## config.mk

```make
export PLATFORM = sky130hd
export DESIGN_NAME = multicycle_control
export DESIGN_NICKNAME = d
export VERILOG_FILES = /design/src/rtl/mips_pkg.sv /design/src/rtl/mc_ctrl_decode.sv /design/src/rtl/multicycle_control.sv
export SDC_FILE = /design/constraint.sdc
export NUM_CORES = 1
export LEC_CHECK = 0
export CORE_AREA = 5 5 46 48
export DETAILED_ROUTE_END_ITERATION = 7
export DIE_AREA = 0 0 51 53
export GPL_TIMING_DRIVEN = 0
export MAX_ROUTING_LAYER = met4
export PLACE_DENSITY = 0.71
export REMOVE_ABC_BUFFERS = 1
export SYNTH_ARGS = -nofsm -noshare
export SYNTH_HDL_FRONTEND = slang
export SYNTH_SLANG_ARGS = --single-unit
```

## constraint.sdc

```tcl
create_clock -name clk -period 1.6 [get_ports clk]
set_input_delay 0.24 -clock clk [delete_from_list [all_inputs] [get_ports clk]]
set_output_delay 0.24 -clock clk [all_outputs]
set_load 0.03 [all_outputs]
```

## src/rtl/mips_pkg.sv

```systemverilog
// Shared definitions for the multicycle MIPS controller: opcodes, state
// codes, mux/ALU encodings and the bundled control word.
package mips_pkg;

    localparam logic [5:0] OP_RTYPE = 6'b000000;
    localparam logic [5:0] OP_LW    = 6'b100011;
    localparam logic [5:0] OP_SW    = 6'b101011;
    localparam logic [5:0] OP_BEQ   = 6'b000100;
    localparam logic [5:0] OP_J     = 6'b000010;
    localparam logic [5:0] OP_ADDI  = 6'b001000;

    localparam logic [1:0] ALUOP_ADD   = 2'b00;
    localparam logic [1:0] ALUOP_SUB   = 2'b01;
    localparam logic [1:0] ALUOP_FUNCT = 2'b10;

    localparam logic [1:0] PCSRC_ALU    = 2'b00;
    localparam logic [1:0] PCSRC_ALUOUT = 2'b01;
    localparam logic [1:0] PCSRC_JUMP   = 2'b10;

    localparam logic [1:0] SRCB_REG   = 2'b00;
    localparam logic [1:0] SRCB_FOUR  = 2'b01;
    localparam logic [1:0] SRCB_IMM   = 2'b10;
    localparam logic [1:0] SRCB_IMMSH = 2'b11;

    // Codes 12-15 are unused; the FSM recovers from them to FETCH.
    typedef enum logic [3:0] {
        FETCH  = 4'd0,
        DECODE = 4'd1,
        MEMADR = 4'd2,
        MEMRD  = 4'd3,
        MEMWB  = 4'd4,
        MEMWR  = 4'd5,
        EXEC   = 4'd6,
        RWB    = 4'd7,
        BRANCH = 4'd8,
        JUMP   = 4'd9,
        ADDIEX = 4'd10,
        ADDIWB = 4'd11
    } stateT;

    typedef struct packed {
        logic       pcWrite;
        logic       pcWriteCond;
        logic       iOrD;
        logic       memRead;
        logic       memWrite;
        logic       irWrite;
        logic       memToReg;
        logic       regWrite;
        logic       regDst;
        logic       aluSrcA;
        logic [1:0] aluOp;
        logic [1:0] pcSource;
        logic [1:0] aluSrcB;
        logic       instrDone;
        logic       illegalOp;
    } ctrlT;

    localparam ctrlT CTRL_IDLE = '0;

    function automatic logic isSupported(input logic [5:0] op);
        return (op == OP_RTYPE) || (op == OP_LW) || (op == OP_SW) ||
               (op == OP_BEQ)   || (op == OP_J)  || (op == OP_ADDI);
    endfunction

    function automatic logic isMemOp(input logic [5:0] op);
        return (op == OP_LW) || (op == OP_SW);
    endfunction

endpackage

```

## src/rtl/mc_ctrl_decode.sv

```systemverilog
// Per-state datapath control decode. Purely combinational: every output is a
// function of the current state, the opcode and mem_ready only.
module mc_ctrl_decode
    import mips_pkg::*;
(
    input  stateT      state,
    input  logic [5:0] opcode,
    input  logic       memReady,
    output ctrlT       ctrl
);

    // Decode the control word; anything not set for a state stays low.
    always_comb begin
        ctrl = CTRL_IDLE;
        case (state)
            FETCH: begin
                ctrl.memRead  = 1'b1;
                ctrl.iOrD     = 1'b0;
                ctrl.aluSrcA  = 1'b0;
                ctrl.aluSrcB  = SRCB_FOUR;
                ctrl.aluOp    = ALUOP_ADD;
                ctrl.pcSource = PCSRC_ALU;
                // IR and PC only latch once the instruction word is valid.
                ctrl.irWrite  = memReady;
                ctrl.pcWrite  = memReady;
            end
            DECODE: begin
                ctrl.aluSrcA   = 1'b0;
                ctrl.aluSrcB   = SRCB_IMMSH;
                ctrl.aluOp     = ALUOP_ADD;
                ctrl.illegalOp = ~isSupported(opcode);
            end
            MEMADR: begin
                ctrl.aluSrcA = 1'b1;
                ctrl.aluSrcB = SRCB_IMM;
                ctrl.aluOp   = ALUOP_ADD;
            end
            MEMRD: begin
                ctrl.memRead = 1'b1;
                ctrl.iOrD    = 1'b1;
            end
            MEMWB: begin
                ctrl.regWrite  = 1'b1;
                ctrl.memToReg  = 1'b1;
                ctrl.regDst    = 1'b0;
                ctrl.instrDone = 1'b1;
            end
            MEMWR: begin
                ctrl.memWrite  = 1'b1;
                ctrl.iOrD      = 1'b1;
                // A store retires in the cycle the memory accepts it.
                ctrl.instrDone = memReady;
            end
            EXEC: begin
                ctrl.aluSrcA = 1'b1;
                ctrl.aluSrcB = SRCB_REG;
                ctrl.aluOp   = ALUOP_FUNCT;
            end
            RWB: begin
                ctrl.regWrite  = 1'b1;
                ctrl.regDst    = 1'b1;
                ctrl.memToReg  = 1'b0;
                ctrl.instrDone = 1'b1;
            end
            BRANCH: begin
                // The zero flag gates PCWriteCond in the datapath, not here.
                ctrl.aluSrcA     = 1'b1;
                ctrl.aluSrcB     = SRCB_REG;
                ctrl.aluOp       = ALUOP_SUB;
                ctrl.pcWriteCond = 1'b1;
                ctrl.pcSource    = PCSRC_ALUOUT;
                ctrl.instrDone   = 1'b1;
            end
            JUMP: begin
                ctrl.pcWrite   = 1'b1;
                ctrl.pcSource  = PCSRC_JUMP;
                ctrl.instrDone = 1'b1;
            end
            ADDIEX: begin
                ctrl.aluSrcA = 1'b1;
                ctrl.aluSrcB = SRCB_IMM;
                ctrl.aluOp   = ALUOP_ADD;
            end
            ADDIWB: begin
                ctrl.regWrite  = 1'b1;
                ctrl.regDst    = 1'b0;
                ctrl.memToReg  = 1'b0;
                ctrl.instrDone = 1'b1;
            end
            default: ctrl = CTRL_IDLE;
        endcase
    end

endmodule

```

## src/rtl/multicycle_control.sv

```systemverilog
// Multicycle MIPS main controller: state register, next-state logic and the
// per-state control decode. Outputs are forced low while rst is high.
//
//   state  | meaning
//   -------+---------------------------------------------
//   FETCH  | read instruction, PC+4; waits for mem_ready
//   DECODE | branch target calc, dispatch on opcode
//   MEMADR | lw/sw effective address
//   MEMRD  | load data read; waits for mem_ready
//   MEMWB  | load writeback (retire)
//   MEMWR  | store write; waits for mem_ready (retire)
//   EXEC   | R-type ALU operation
//   RWB    | R-type writeback (retire)
//   BRANCH | beq compare, conditional PC write (retire)
//   JUMP   | jump PC write (retire)
//   ADDIEX | addi ALU operation
//   ADDIWB | addi writeback (retire)
module multicycle_control
    import mips_pkg::*;
(
    input  logic       clk,
    input  logic       rst,
    input  logic [5:0] opcode,
    input  logic       zero,
    input  logic       mem_ready,
    output logic       PCWrite,
    output logic       PCWriteCond,
    output logic       IorD,
    output logic       MemRead,
    output logic       MemWrite,
    output logic       IRWrite,
    output logic       MemtoReg,
    output logic       RegWrite,
    output logic       RegDst,
    output logic       ALUSrcA,
    output logic [1:0] ALUOp,
    output logic [1:0] PCSource,
    output logic [1:0] ALUSrcB,
    output logic       instr_done,
    output logic       illegal_op,
    output logic [3:0] state
);

    stateT stateQ;
    stateT stateD;
    ctrlT  ctrlDec;
    ctrlT  ctrlOut;

    // The branch decision is made in the datapath; zero never reaches the
    // controller's outputs.
    logic  unusedZero;
    assign unusedZero = zero;

    // State register; reset returns to FETCH immediately.
    always_ff @(posedge clk or posedge rst) begin
        if (rst) begin
            stateQ <= FETCH;
        end else begin
            stateQ <= stateD;
        end
    end

    // Next-state selection.
    always_comb begin
        stateD = stateQ;
        case (stateQ)
            FETCH: begin
                if (mem_ready) begin
                    stateD = DECODE;
                end
            end
            DECODE: begin
                case (opcode)
                    OP_LW, OP_SW: stateD = MEMADR;
                    OP_RTYPE:     stateD = EXEC;
                    OP_BEQ:       stateD = BRANCH;
                    OP_J:         stateD = JUMP;
                    OP_ADDI:      stateD = ADDIEX;
                    default:      stateD = FETCH;
                endcase
            end
            MEMADR: begin
                // The IR is stable here; a non-memory opcode can only appear if
                // the IR was disturbed, so drop the instruction.
                if (!isMemOp(opcode)) begin
                    stateD = FETCH;
                end else if (opcode == OP_LW) begin
                    stateD = MEMRD;
                end else begin
                    stateD = MEMWR;
                end
            end
            MEMRD: begin
                if (mem_ready) begin
                    stateD = MEMWB;
                end
            end
            MEMWB:   stateD = FETCH;
            MEMWR: begin
                if (mem_ready) begin
                    stateD = FETCH;
                end
            end
            EXEC:    stateD = RWB;
            RWB:     stateD = FETCH;
            BRANCH:  stateD = FETCH;
            JUMP:    stateD = FETCH;
            ADDIEX:  stateD = ADDIWB;
            ADDIWB:  stateD = FETCH;
            default: stateD = FETCH;
        endcase
    end

    mc_ctrl_decode uDecode (
        .state    (stateQ),
        .opcode   (opcode),
        .memReady (mem_ready),
        .ctrl     (ctrlDec)
    );

    // Reset masks the decode asynchronously so no strobe leaks while rst is high.
    assign ctrlOut = rst ? CTRL_IDLE : ctrlDec;

    assign PCWrite     = ctrlOut.pcWrite;
    assign PCWriteCond = ctrlOut.pcWriteCond;
    assign IorD        = ctrlOut.iOrD;
    assign MemRead     = ctrlOut.memRead;
    assign MemWrite    = ctrlOut.memWrite;
    assign IRWrite     = ctrlOut.irWrite;
    assign MemtoReg    = ctrlOut.memToReg;
    assign RegWrite    = ctrlOut.regWrite;
    assign RegDst      = ctrlOut.regDst;
    assign ALUSrcA     = ctrlOut.aluSrcA;
    assign ALUOp       = ctrlOut.aluOp;
    assign PCSource    = ctrlOut.pcSource;
    assign ALUSrcB     = ctrlOut.aluSrcB;
    assign instr_done  = ctrlOut.instrDone;
    assign illegal_op  = ctrlOut.illegalOp;
    assign state       = stateQ;

endmodule

```

==> flow_metrics.tcl, run 1 <==
set metrics [dict create \
    outcome "finished with violations" \
    violations "setup timing" \
    drcViolationCount 0 \
    post-place-ws_ns -0.874 \
    cts.sinks 4 \
    num_antenna_cells 0 \
    fp.dieW_um 51 \
    synth_top_area_share_pct 17.4 \
    io_buffers 30 \
    via_per_inst 5.57 \
    fin_crit_sh_pct 110 \
    rsz0062_at_grt "true" \
    grt_max_degree 11 \
    dp_hpwl_mm 1.30 \
    rows 15 \
    finalSetupViolations 15 \
    initial_core_util_pct 34.4 \
    max_cap_violations 0 \
    wire_per_inst_um 17.1 \
    die-area_mm2 0.00270 \
    area_growth_pct 118 \
    ioPinCount 32 \
    drtIter0Drc 24 \
    synthesis.area_um2 574 \
    path_cells "nand2b_4 > or2_4 > a211oi_2 > buf_4" \
    coreArea_mm2 0.00167 \
    cts_buffers 3 \
    synth-seq-cells 4 \
    clock_path_buffers 2 \
    peakVddDrop_mv 0.244 \
    skew_ns 0.00165 \
    p_leak_uw 0.000549 \
    synthCells 82 \
    dr.pass1.iters 4 \
    cp.required_ns 1.36 \
    grtUsageMet3_pct 2.54 \
    cp_slowest_cell "dfrtp_2" \
    top_usage_layer "met2" \
    dr_total_vias 847 \
    drv_slew 0 \
    synth_area_leaders "dfrtp_1 (17%), nand2b_1 (6.5%), nor3_1 (6.1%)" \
    worst_slack_ns -0.163 \
    largest_register_ffs 4 \
    place_congestion 0.732 \
    hold_viol_final 0 \
    yosysUniqueCellTypes 33 \
    die_h_um 53 \
    nNetsFinal 147 \
    drt-total-wl_mm 2.59 \
    tightest_slew_ns 0.494 \
    fin_crit_ns 1.76 \
    gr-usage-all-layers_pct 18.9 \
    antenna_found_initial 0 \
    grtUsageMet2_pct 37.1 \
    critPathLaunchType "flip-flop" \
    grt_pass1_vias 807 \
    cts_hold_buf 0 \
    met1_usage_pct 19.3 \
    yosys_warnings 0 \
    h-tree-depth 1 \
    insertion_delay_ns 0.23 \
    final_core_util_pct 74.8 \
    max_clock_freq_ghz 0.567 \
    timing.slew.headroom_pct 67.1 \
    drive_above_1_share_pct 61.5 \
    hold_path_class "in -> async" \
    crit_fanout 8 \
    cp-end-kind "primary output" \
    ant_nets 0 \
    grt_pass1_wl_mm 3.73 \
    gr-total-overflow 0 \
    max_stage_delay_ns 0.47 \
    cp.arrival_ns 1.52 \
    synth_seq_area_share_pct 17.4 \
    worstSetupPathType "reg -> out" \
    syn_area_per_cell_um2 7.00 \
    cts_tree "yes" \
    clockRootBuffer "clkbuf_4" \
    synth.largest_area_cell "dfrtp_1" \
    cellPowerDensity_mw_per_mm2 469 \
    clk_pin_slew_worst_paths_ns 0.04 \
]
synthesized netlist by cell type, drive strengths merged:
cell,number
nor2b,1
a221o,2
inv,1
nor4,3
nor4b,2
o21ai,3
or2,2
xor2,2
o22a,1
xnor2,2
nor4bb,1
clkbuf,3
nand2,8
buf,6
nand3,3
nand2b,6
dfrtp,4
o211ai,1
nor3,7
or3b,1
a211oi,2
a311oi,1
nand3b,1
nor2,9
o32ai,2
and3,3
a21oi,4
or4b,1
worst paths after layout:
kind                                      startpoint                    to  slack, ns  cells past startpoint
worst max-delay path            state[3]$_DFFE_PP0P_            ALUSrcB[1]      -0.16                      4
worst min-delay path                             rst  state[1]$_DFFE_PP0P_       0.26                      2
worst max register to register  state[3]$_DFFE_PP0P_  state[0]$_DFFE_PP0P_       0.03                      6
worst min register to register  state[0]$_DFFE_PP0P_  state[1]$_DFFE_PP0P_       0.80                      3
max in group asynchronous                        rst  state[1]$_DFFE_PP0P_       1.17                      2
min in group clk                           opcode[3]  state[2]$_DFFE_PP0P_       0.54                      2
metrics by stage:
step | std cells | hold WS, ns | instance area [um2] | total power [uW] | setup TNS, ns
finish | 152 | 0.257 | 1250 | 586 | -1.16
global route | 152 | 0.294 | 1250 | 610 | -2.02
CTS | 149 | 0.211 | 1120 | 534 | -0.712
detailed placement | 120 | 0.710 | 852 | 330 | -12.00
global placement | 120 | 0.708 | 852 | 327 | -11.70
floorplan | 73 | 0.0226 | 531 | 238 | -6.12
worst max-delay path, delay by kind of cell (launching register included):
family / cells / cell delay, ns
flops: 1 / 0.47
compound gates: 1 / 0.17
simple gates: 2 / 0.45
buf+inv: 1 / 0.19
layout by cell type, fill, tap and decap left out, types with 3 or more instances in the layout:
master,count
nor2_1,5
buf_4,31
dfrtp_2,3
dlygate4sd2_1,12
nand2_1,6
buf_6,12
clkbuf_4,3
o21ai_0,3
nor3_1,5
nand2b_1,4
and3_4,3
report_power, final:
group / internal [uW] / total [uW] / switching, uW
Combinational: 166 / 338 / 172
Sequential: 108 / 122 / 13.6
Clock: 84.0 / 126 / 42.1
Total: 358 / 586 / 228
kinds of logic (layout without fill, tap and decap cells):
group,count (synthesis),in the layout,synth area share [%]
simple gates,48,48,48.4
compound gates,16,16,19.8
buf+inv,10,63,8.28
xor+xnor,4,4,6.10
flops,4,4,17.4
what timing repair did:
action | CTS | global route
setup buffers | 27 | 3
endpoints found under the setup margin | 24 | 19
resized for setup | 158 | 23
pin swaps | 11 | 6
metal layers:
layer / wire length [um] / up-vias / part of all wire, %
li1: - / 408 / -
met1: 1000 / 403 / 39
met2: 1420 / 32 / 55
met3: 155 / 4 / 6.0
met4: 13 / 0 / 0.50
met5: 0 / - / 0
cell type report:
class,count,area (um2)
Clock buffer,3,22.5
Fill cell,112,420
Inverter,1,3.75
Multi-Input combinational cell,68,577
Sequential cell,4,108
Tap cell,17,21.3
Timing Repair Buffer,59,518
(Power assumes the default switching activity.)
==> run 2: changes to the inputs <==
--- a/config.mk
+++ b/config.mk
@@ -5,13 +5,14 @@
 export SDC_FILE = /design/constraint.sdc
 export NUM_CORES = 1
 export LEC_CHECK = 0
-export CORE_AREA = 5 5 46 48
+export CORE_AREA = 4 4 45 47
 export DETAILED_ROUTE_END_ITERATION = 7
-export DIE_AREA = 0 0 51 53
+export DIE_AREA = 0 0 49 51
 export GPL_TIMING_DRIVEN = 0
 export MAX_ROUTING_LAYER = met4
 export PLACE_DENSITY = 0.71
 export REMOVE_ABC_BUFFERS = 1
+export SKIP_CTS_REPAIR_TIMING = 1
 export SYNTH_ARGS = -nofsm -noshare
 export SYNTH_HDL_FRONTEND = slang
 export SYNTH_SLANG_ARGS = --single-unit
==> flow_metrics.tcl, run 2 (synthesis gave the netlist of run 1 again) <==
set metrics [dict create \
    cp_slowest_cell "dfrtp_4" \
    path_cells "or3b_4 > a21oi_2 > nor2_1 > buf_4" \
    place_congestion 0.801 \
    clock_path_buffers 2 \
    grt_pass1_vias 635 \
    tightest_slew_ns 0.453 \
    gr-usage-all-layers_pct 13.6 \
    post-place-ws_ns -0.855 \
    regArea_um2 110 \
    dr_total_vias 788 \
    drcViolationCount 0 \
    grt_max_degree 22 \
    skew_ns 0.00626 \
    cp.arrival_ns 1.55 \
    insertion_delay_ns 0.24 \
    drt-total-wl_mm 2.20 \
    internal_power_uw 333 \
    final_core_util_pct 68.7 \
    clk_pin_slew_worst_paths_ns 0.04 \
    drv_slew 0 \
    power_switching_uw 207 \
    mostFrequentLayoutCells "buf_4 (31), dlymetal6s2s_1 (11), nor2_1 (7), nand2_1 (7)" \
    fp.dieW_um 49 \
    p_leak_uw 0.000606 \
    rows 15 \
    ant_nets 0 \
    cts.sinks 4 \
    worstSetupPathType "reg -> out" \
    wire_per_inst_um 15.1 \
    drive_above_1_share_pct 48.4 \
    h-tree-depth 1 \
    gr-total-overflow 0 \
    max_stage_delay_ns 0.52 \
    clockRootBuffer "clkbuf_4" \
    drtIter0Drc 13 \
    p_comb_share_pct 53.3 \
    crit_fanout 6 \
    crit_family "flip-flops" \
    initial_core_util_pct 34.8 \
    num-fill-cells 136 \
    largest_register_ffs 4 \
    hold_path_class "in -> async" \
    antenna_found_initial 0 \
    layout_commonest_cell "buf_4" \
    power_frac_seq_pct 22.8 \
    timing.slew.headroom_pct 69.8 \
    finalSetupViolations 13 \
    max_cap_violations 0 \
    nNetsFinal 140 \
    violations "setup timing" \
    multi_input_area_um2 497 \
    grt_pass1_wl_mm 2.70 \
    cts_tree "yes" \
    switching_share_pct 38.3 \
    rsz0062_at_grt "true" \
    fin_crit_ns 1.79 \
    outcome "finished with violations" \
    cellPowerDensity_mw_per_mm2 476 \
    dr.pass1.iters 4 \
    die_h_um 51 \
    cts_buffers 3 \
    dp_hpwl_mm 1.22 \
    cp-end-kind "primary output" \
    max_clock_freq_ghz 0.558 \
    ioPinCount 32 \
    critPathLaunchType "flip-flop" \
    io_buffers 30 \
    area_growth_pct 97.6 \
    p_clk_share_pct 24.0 \
    worst_slack_ns -0.191 \
    num_antenna_cells 0 \
    crit_buf_inv 1 \
    cp.required_ns 1.36 \
    fin_crit_sh_pct 112 \
    hold_viol_final 0 \
    peakVddDrop_mv 0.206 \
    via_per_inst 5.43 \
    coreArea_mm2 0.00165 \
    die-area_mm2 0.00250 \
]
## run 2: cell types whose count changed in the layout (fill, tap and decap cells not counted), sizes merged
cell | before | now
clkbuf | 3 | 6
buf | 47 | 37
dlygate4sd2 | 12 | 0
clkdlybuf4s50 | 0 | 1
dlymetal6s2s | 0 | 11
## run 2: power by group through the flow
| stage | clock network, uW | registers (uW) | logic (uW) |
|---|---|---|---|
| 2_1_floorplan | 0 | 137 | 101 |
| 3_3_place_gp | 0 | 133 | 195 |
| 3_5_place_dp | 0 | 134 | 196 |
| 4_1_cts | 127 | 132 | 196 |
| 5_1_grt | 136 | 124 | 306 |
| 6_report | 129 | 123 | 288 |
## run 2: worst paths after layout
| path | from | end | slack, ns | cells after the start |
|---|---|---|---|---|
| worst min register to register | state[2]$_DFFE_PP0P_ | state[3]$_DFFE_PP0P_ | 0.74 | 2 |
| min in group clk | opcode[3] | state[2]$_DFFE_PP0P_ | 0.44 | 2 |
| worst max-delay path | state[1]$_DFFE_PP0P_ | instr_done | -0.19 | 4 |
| worst min-delay path | rst | state[1]$_DFFE_PP0P_ | 0.11 | 2 |
| max in group asynchronous | rst | state[2]$_DFFE_PP0P_ | 1.31 | 2 |
| worst max register to register | state[2]$_DFFE_PP0P_ | state[1]$_DFFE_PP0P_ | 0.03 | 4 |
## run 2: per-layer routing
layer  wire length, um  global-route usage (%)  up-vias  share of wire [%]
li1                  -                       -      394                  -
met4                19                    5.38        0               0.87
met5                 0                       -        -                  0
met3               138                    2.33        2                6.3
met2              1150                    24.1       34                 52
met1               886                    15.2      358                 40
## run 2: metrics by stage
| step | total power, uW | TNS (ns) | hold slack [ns] | instances | cell area, um2 |
|---|---|---|---|---|---|
| final | 540 | -1.16 | 0.110 | 145 | 1130 |
| after global routing | 566 | -2.39 | 0.142 | 145 | 1130 |
| after CTS | 456 | -15.51 | 0.458 | 123 | 875 |
| after detailed placement | 330 | -11.87 | 0.703 | 120 | 852 |
| after global placement | 328 | -11.83 | 0.701 | 120 | 852 |
| after floorplan | 238 | -6.12 | 0.0226 | 73 | 531 |
## run 2: area by class of cell
class                      count  area share [%]
tap                           17            1.87
timing repair buffer          52            42.3
sequential                     4            9.70
multi-input combinational     68            43.8
inverter                       1           0.331
clock buffer                   3            1.98
==> run 3: changes to the inputs <==
--- a/config.mk
+++ b/config.mk
@@ -5,12 +5,12 @@
 export SDC_FILE = /design/constraint.sdc
 export NUM_CORES = 1
 export LEC_CHECK = 0
-export CORE_AREA = 4 4 45 47
+export CORE_AREA = 4 4 60 45
 export DETAILED_ROUTE_END_ITERATION = 7
-export DIE_AREA = 0 0 49 51
+export DIE_AREA = 0 0 64 49
 export GPL_TIMING_DRIVEN = 0
 export MAX_ROUTING_LAYER = met4
-export PLACE_DENSITY = 0.71
+export PLACE_DENSITY = 0.57
 export REMOVE_ABC_BUFFERS = 1
 export SKIP_CTS_REPAIR_TIMING = 1
 export SYNTH_ARGS = -nofsm -noshare
==> flow_metrics.tcl, run 3 (synthesis gave the netlist of run 1 again) <==
set metrics [dict create \
    violations "setup timing" \
    gr-total-overflow 0 \
    die-area_mm2 0.00314 \
    dp.cells 135 \
    reg2reg_depth 4 \
    cts_buffers 3 \
    num-fill-cells 221 \
    drive_above_1_share_pct 47.6 \
    critPathLaunchType "flip-flop" \
    skew_ns 0.00539 \
    h-tree-depth 1 \
    cellPowerDensity_mw_per_mm2 486 \
    hold_path_class "in -> async" \
    grt_max_degree 22 \
    mostFrequentLayoutCells "buf_4 (27), dlymetal6s2s_1 (12), nand2_1 (7), clkbuf_4 (7), nor3_1 (6)" \
    hold_viol_final 0 \
    clockRootBuffer "clkbuf_4" \
    fin_cells 156 \
    insertion_delay_ns 0.24 \
    nNetsFinal 136 \
    die_h_um 49 \
    finalSetupViolations 15 \
    num_antenna_cells 0 \
    layout_commonest_cell "buf_4" \
    dr_total_vias 796 \
    worst_slack_ns -0.164 \
    wire_per_inst_um 14.1 \
    area_growth_pct 92.4 \
    clock_path_buffers 2 \
    io_buffers 30 \
    worstSetupPathType "reg -> out" \
    crit_buf_inv 1 \
    place_congestion 0.796 \
    fp.dieW_um 64 \
    dr.pass1.iters 4 \
    cp_num_cells 4 \
    gr-usage-all-layers_pct 11.9 \
    via_per_inst 5.10 \
    cp-end-kind "primary output" \
    ioPinCount 32 \
    peakVddDrop_mv 0.168 \
    path_cells "or3b_4 > a21oi_4 > nor2_2 > buf_6" \
    drv_slew 0 \
    rows 14 \
    antenna_found_initial 0 \
    post-place-ws_ns -0.858 \
    drtIter0Drc 43 \
    largest_register_ffs 4 \
    cts_tree "yes" \
    outcome "finished with violations" \
    dp_hpwl_mm 1.30 \
    cts.sinks 4 \
    cp.required_ns 1.36 \
    rsz0062_at_grt "true" \
    final_area_mm2 0.00110 \
    tightest_slew_ns 0.478 \
    timing.slew.headroom_pct 68.1 \
    drcViolationCount 0 \
    ant_nets 0 \
    max_cap_violations 0 \
    placed_cell_area_um2 871 \
    fin_crit_ns 1.76 \
    fin_crit_sh_pct 110 \
    cp_slowest_cell "dfrtp_4" \
    cp.arrival_ns 1.52 \
    grt_pass1_vias 654 \
    initial_core_util_pct 27.1 \
    p_leak_uw 0.000592 \
    fin_setup_tns_ns -1.20 \
    crit_fanout 8 \
    grt_pass1_wl_mm 2.97 \
    drt-total-wl_mm 2.21 \
    max_clock_freq_ghz 0.567 \
    clk_pin_slew_worst_paths_ns 0.04 \
    coreArea_mm2 0.00212 \
    max_stage_delay_ns 0.52 \
    crit_family "flip-flops" \
]
-- run 3: changes by cell type in the layout (fill, tap and decap cells not counted), moves of 2 or more --
cell | before | now
buf_4 | 31 | 27
clkbuf_4 | 5 | 7
nor2_1 | 7 | 5
nor2_2 | 1 | 3
-- run 3: worst paths after layout --
check	start	end	slack (ns)
min	rst	state[0]$_DFFE_PP0P_	0.11
max	state[1]$_DFFE_PP0P_	instr_done	-0.16
max in group asynchronous	rst	state[1]$_DFFE_PP0P_	1.33
min reg2reg	state[1]$_DFFE_PP0P_	state[3]$_DFFE_PP0P_	0.74
max reg2reg	state[2]$_DFFE_PP0P_	state[1]$_DFFE_PP0P_	0.11
min in group clk	opcode[3]	state[2]$_DFFE_PP0P_	0.41
-- run 3: power breakdown --
part,total (uW),internal [uW],switching (uW),leakage (uW)
sequential,124,109,15.1,0.0000471
clock,131,84.3,46.4,0.0000138
combinational,283,138,145,0.000531
total,537,331,207,0.000592
-- run 3: worst register-to-register path, delay by kind of cell (launching register included) --
kind | cells | cell delay, ns
simple gates | 3 | 0.72
flops | 1 | 0.53
buf+inv | 1 | 0.17
-- run 3: per-layer routing --
| layer | track usage, % | vias to the layer above | share of wire (%) |
|---|---|---|---|
| met5 | - | - | 0 |
| met4 | 1.08 | 0 | 0 |
| met3 | 4.61 | 0 | 5.9 |
| met2 | 16.6 | 31 | 44 |
| met1 | 16.5 | 380 | 50 |
| li1 | - | 385 | - |
-- run 3: stage by stage --
stage / hold slack, ns / power (uW) / utilization (%)
2_1_floorplan: 0.0226 / 238 / -
3_3_place_gp: 0.734 / 331 / 41.1
3_5_place_dp: 0.735 / 331 / 41.1
4_1_cts: 0.482 / 464 / 42.1
5_1_grt: 0.119 / 569 / 52.1
6_report: 0.107 / 537 / 52.1
-- run 3: final cells by class --
class	instances	area [um2]	area share [%]
inverter	1	3.75	0.340
tap	32	40.0	3.62
clock buffer	3	22.5	2.04
timing repair buffer	48	432	39.1
sequential	4	110	9.97
multi-input combinational	68	497	45.0
